[src/rtl/datamux_scan_ctrl_pkg.sv]
// Shared state encodings and sizing constants for the datamux scan sequencer.
package datamux_scan_ctrl_pkg;

  localparam int SEL_W_DEF = 2;
  localparam int NUM_CH    = 2 ** SEL_W_DEF;

  typedef enum logic [1:0] {
    ST_IDLE   = 2'd0,
    ST_SCAN   = 2'd1,
    ST_FORCED = 2'd2
  } state_t;

endpackage

[src/rtl/datamux_scan_ctrl_dwell_counter.sv]
// Dwell counter: counts cycles on a channel and flags the terminal count.
// A DWELL of 0 behaves as 1; the >= compare copes with DWELL shrinking mid-count.
module datamux_scan_ctrl_dwell_counter #(
  parameter int DWELL_W = 16
) (
  input  logic               i_clk,
  input  logic               i_rst,
  input  logic               i_clr,
  input  logic               i_en,
  input  logic [DWELL_W-1:0] i_dwell,
  output logic               o_tc
);

  logic [DWELL_W-1:0] r_count;
  logic [DWELL_W-1:0] w_limit;

  always_comb begin
    w_limit = '0;
    if (i_dwell != '0) w_limit = i_dwell - 1'b1;
  end

  assign o_tc = (r_count >= w_limit);

  always_ff @(posedge i_clk or posedge i_rst) begin
    if (i_rst) begin
      r_count <= '0;
    end else if (i_clr) begin
      r_count <= '0;
    end else if (i_en) begin
      r_count <= o_tc ? '0 : r_count + 1'b1;
    end
  end

endmodule

[src/rtl/datamux_scan_ctrl.sv]
// Scan sequencer for the datamux SEL input: round-robin channel stepping at a
// programmable dwell, with a req/ack override that pins one channel until released.
module datamux_scan_ctrl
  import datamux_scan_ctrl_pkg::*;
#(
  parameter int DWELL_W = 16,
  parameter int SEL_W   = SEL_W_DEF
) (
  input  logic               CLK,
  input  logic               RST,
  input  logic               EN,
  input  logic [DWELL_W-1:0] DWELL,
  input  logic               FORCE_REQ,
  input  logic [SEL_W-1:0]   FORCE_SEL,
  input  logic               RELEASE,
  output logic [SEL_W-1:0]   SEL,
  output logic               STEP,
  output logic               FORCE_ACK,
  output logic               FORCED
);

  state_t           r_state;
  logic [SEL_W-1:0] r_sel;
  logic             r_step;
  logic             r_ack;
  logic             r_forced;

  logic w_accept;
  logic w_cnt_en;
  logic w_tc;

  // A force request wins over both EN and a dwell advance due in the same cycle.
  assign w_accept = (r_state != ST_FORCED) && FORCE_REQ;
  assign w_cnt_en = (r_state == ST_SCAN) && EN && !FORCE_REQ;

  datamux_scan_ctrl_dwell_counter #(
    .DWELL_W (DWELL_W)
  ) u_dwell (
    .i_clk   (CLK),
    .i_rst   (RST),
    .i_clr   (!w_cnt_en),
    .i_en    (w_cnt_en),
    .i_dwell (DWELL),
    .o_tc    (w_tc)
  );

  always_ff @(posedge CLK or posedge RST) begin
    if (RST) begin
      r_state  <= ST_IDLE;
      r_sel    <= '0;
      r_step   <= 1'b0;
      r_ack    <= 1'b0;
      r_forced <= 1'b0;
    end else begin
      r_step <= 1'b0;
      r_ack  <= 1'b0;
      if (w_accept) begin
        r_state  <= ST_FORCED;
        r_sel    <= FORCE_SEL;
        r_ack    <= 1'b1;
        r_forced <= 1'b1;
        r_step   <= (FORCE_SEL != r_sel);
      end else begin
        case (r_state)
          ST_IDLE: begin
            if (EN) r_state <= ST_SCAN;
          end
          ST_SCAN: begin
            if (!EN) begin
              r_state <= ST_IDLE;
            end else if (w_tc) begin
              r_sel  <= r_sel + 1'b1;
              r_step <= 1'b1;
            end
          end
          ST_FORCED: begin
            // Counter is held clear here, so a resumed scan gets a full dwell.
            if (RELEASE) begin
              r_forced <= 1'b0;
              r_state  <= EN ? ST_SCAN : ST_IDLE;
            end
          end
          default: r_state <= ST_IDLE;
        endcase
      end
    end
  end

  assign SEL       = r_sel;
  assign STEP      = r_step;
  assign FORCE_ACK = r_ack;
  assign FORCED    = r_forced;

endmodule

[config.mk]
export PLATFORM = sky130hd
export DESIGN_NAME = datamux_scan_ctrl
export DESIGN_NICKNAME = d
export VERILOG_FILES = /design/src/rtl/datamux_scan_ctrl_pkg.sv /design/src/rtl/datamux_scan_ctrl_dwell_counter.sv /design/src/rtl/datamux_scan_ctrl.sv
export SDC_FILE = /design/constraint.sdc
export NUM_CORES = 1
export LEC_CHECK = 0
export ABC_AREA = 1
export BUFFER_PORTS_ARGS = -buffer_cell sky130_fd_sc_hd__buf_2
export CORE_MARGIN = 8
export CORE_UTILIZATION = 60
export DETAILED_ROUTE_END_ITERATION = 12
export PLACE_DENSITY = 0.88
export RECOVER_POWER = 100
export SYNTH_ARGS = -nofsm -noshare
export SYNTH_HDL_FRONTEND = slang
export SYNTH_SLANG_ARGS = --single-unit
[constraint.sdc]
create_clock -name CLK -period 2.4 [get_ports CLK]
set_input_delay 0.24 -clock CLK [delete_from_list [all_inputs] [get_ports CLK]]
set_output_delay 0.24 -clock CLK [all_outputs]
set_load 0.02 [all_outputs]
==> impl_metrics.csv <==
group,metric,value,unit
run_status,status,"finished clean",
critical_path,worst_path_max_delay_cell,"nor4_4",
synth,syn_area,0.001967,sq mm
power_and_ir_drop,power,1019,uW
finish,stdcell_count,368,
finish,nNetsFinal,367,
synth,synth_cell_types,30,
critical_path,cp-startpoint,"DWELL[0]",
placed_design,io_buffer_count,27,
placed_design,dpl_worst_slack,-0.2861,ns
power_and_ir_drop,p_leak,0.001289,uW
routing,wl_per_cell,15.44,um
clock_network,numCtsBuffers,3,
global_routing,first_global_vias,1881,
sta,hold_viol,0,
critical_path,crit_required,2.66,ns
critical_path,cp-end-kind,"register",
routing,routed_wl,5682,um
clock_network,clock-root-buffer,"clkbuf_4",
floorplan,die_w,73.26,um
critical_path,cp.depth,20,
synth,synth_area_leader_cell,"dfrtp_1",
finish,final_area,0.002565,sq mm
floorplan,dieArea,0.005366,sq mm
clock_network,ctsLongestPathBuffers,2,
sta,worst_pin_slew,0.8708,ns
clock_network,insertion_delay,0.32,ns
sta,fmax,427.0,MHz
clock_network,cts_tree,"yes",
finish,fillers,188,
critical_path,path_cells,"buf_2 > inv_4 > ha_4 > inv_1 > nor4_4 > nand2_1 > buf_6 > nand3_1 > ha_4 > nand2_1 > inv_1 > nand2_1 > nand2_1 > nor2_1 > nand2_1 > nand2_1 > nand2_2 > inv_4 > nand3_4 > nor2_2",
sta,setup_ws,0.05790,ns
critical_path,critPathBufInv,6,
placed_design,post-place-cells,359,
routing,post-route-drc-count,0,
placed_design,post_dp_cell_area,0.002351,sq mm
critical_path,endpoint,"u_dwell.r_count[7]",
synth,avgSynthCellArea,7.507,sq um
critical_path,path_common_cell,"nand2_1",
sta,fin_crit_sh,97.59,%
critical_path,crit_arrival,2.60,ns
power_and_ir_drop,p_per_area,397.4,mW/mm^2
critical_path,cp_slowest_stage_delay,0.29,ns
synth,yosysWarnings,0,
synth,ys_ff_latch,23,
critical_path,r2r_setup_slack,0.47,ns
routing,ant_nets,0,
critical_path,critPathMaxFanout,7,
power_and_ir_drop,vdd_drop_max,0.5799,mV
floorplan,pin_count,28,
sta,slew_headroom,41.88,%
floorplan,die_y,73.26,um
synth,syn_inst,262,
synth,synth_area_leaders,"dfrtp_1 (29%), nand2_1 (12%), ha_1 (12%)",
clock_network,htreeDepth,1,
routing,first_iter_violations,133,
min_path,hp-class,"input port to async pin",
critical_path,critPathKind,"input port to register",
global_routing,track_usage,18.24,%
global_routing,grt_first_pass_wirelength,8024,um
sta,layout_min_cycle_time,2.342,ns
synth,yosysSeqAreaShare,29.26,%
placed_design,hpwl,3852,um
routing,viasPerCell,5.636,
synth,netlist.area_leader.share,29.26,%
sta,setup_tns,0,ns
clock_network,path_clk_slew,0.12,ns
global_routing,antenna_found_initial,0,
global_routing,grt_max_degree,24,
sta,drv_slew,0,
placed_design,place.gp.congestion,0.8649,
run,maxCapViolations,0,
sta,setup_violations,0,
synth,synth_fp_nets,304,
critical_path,crit_path_start_kind,"input port",
global_routing,overflow,0,
critical_path,r2r_start,"u_dwell.r_count[5]",
clock_network,clock-sinks,23,
routing,dr_total_vias,2074,
floorplan,start_util,63.90,%
finish,drive_gt1_share,33.02,%
critical_path,reg2regPathDepth,12,
floorplan,core,0.003078,sq mm
critical_path,r2r_end,"u_dwell.r_count[7]",
clock_network,ctsHoldBuffers,0,
critical_path,crit_family,"simple AND/OR/NAND/NOR gates",
routing,dr.pass1.iters,4,
sta,fin_worst_skew,0.009067,ns
finish,antenna_cells,0,
floorplan,fp-row-count,20,
finish,areaGrowthSynthToFinish,30.41,%
-- sequential cells by signal, indices dropped and copies added (netlist names) --
signal,cells
u_dwell.r_count,16
SEL,2
r_state,2
FORCED,1
FORCE_ACK,1
STEP,1
-- worst reg2reg max path: stages (launching register included) --
cell and delay (ns):
dfrtp_1 0.48, ha_1 0.34, nand2_1 0.07, inv_1 0.06, nand2_2 0.08, nor2_1 0.05
nor2_1 0.10, nand2_1 0.08, nand2_1 0.09, nand2_2 0.10, inv_4 0.11, nand3_4 0.16
nor2_2 0.16
-- synth_stat cells --
master,count
a21oi_1,8
nand3_1,12
nand3b_4,1
dfrtp_1,23
o21ai_0,8
nor2_1,34
ha_1,19
nor3_1,3
o21bai_2,2
nand3_2,2
nor3_2,1
nor4_2,1
inv_1,29
or2_2,4
or2_1,1
o2111ai_1,1
nand2_2,3
nand3_4,1
nand4_2,1
buf_2,1
nor2_4,3
nor2_2,4
nand2_1,64
nor4_1,2
xnor2_1,7
inv_2,2
nand4_1,6
xor2_1,17
buf_6,1
o21ai_1,1
-- cell usage in the layout, fill, tap and decap left out, drive strengths merged, types with 8 or more instances in the layout --
master / instances
a21oi: 8
buf: 54
clkbuf: 9
dfrtp: 23
ha: 19
inv: 31
nand2: 67
nand3: 16
nor2: 41
o21ai: 9
xor2: 17
-- report_power, final --
part	internal (uW)	leakage (uW)	switching [uW]	total, uW
Combinational	139	0.000964	224	363
Sequential	434	0.000310	43.6	478
Clock	65.1	0.0000150	114	179
Total	638	0.00129	381	1020
-- final cells by class --
class,instances,area [sq um],area share [%]
clock buffer,4,26.28,1.024
inverter,31,121.4,4.732
multi-input combinational,207,1416,55.22
sequential,23,575.6,22.44
tap,44,55.05,2.146
timing repair buffer,59,370.4,14.44
-- stage by stage --
step                      hold WS, ns  util (%)
after floorplan                0.2419         -
after global placement         0.4254     76.38
after detailed placement       0.4367     76.38
after CTS                      0.1112     77.24
after global routing          0.08887     83.33
final                         0.07949     83.33
-- kinds of logic (layout without fill, tap and decap cells) --
logic type               after synthesis  count (layout)  synth area share [%]
flip-flops                            23              23                 29.26
XOR/XNOR                              24              24                 10.69
AND/OR/NAND/NOR                      143             144                 35.31
adder cells (fa/ha/maj)               19              19                 12.09
buffers and inverters                 33              94                 6.743
AO/OA/AOI/OAI                         20              20                 5.916
-- worst min path at each step --
stage / startpoint / to / slack [ns]
2_1_floorplan: RST / FORCED / 0.24
3_3_place_gp: RELEASE / FORCED / 0.43
3_5_place_dp: RELEASE / FORCED / 0.44
4_1_cts: RST / u_dwell.r_count[1] / 0.11
5_1_grt: RELEASE / FORCED / 0.09
6_report: RST / u_dwell.r_count[3] / 0.08
-- per-layer routing --
layer	global-route usage, %	up-vias	wire length [um]
met5	0	-	0
met4	3.778	0	150
met3	2.041	16	347
met2	33.76	93	2999
met1	21.83	984	2184
li1	-	981	-
-- repair_timing --
item | 4_1_cts | 5_1_grt
setup endpoints to repair | 0 | 19
setup buffers | 0 | 3
gates resized for setup | 0 | 34
(Power assumes the default switching activity.)
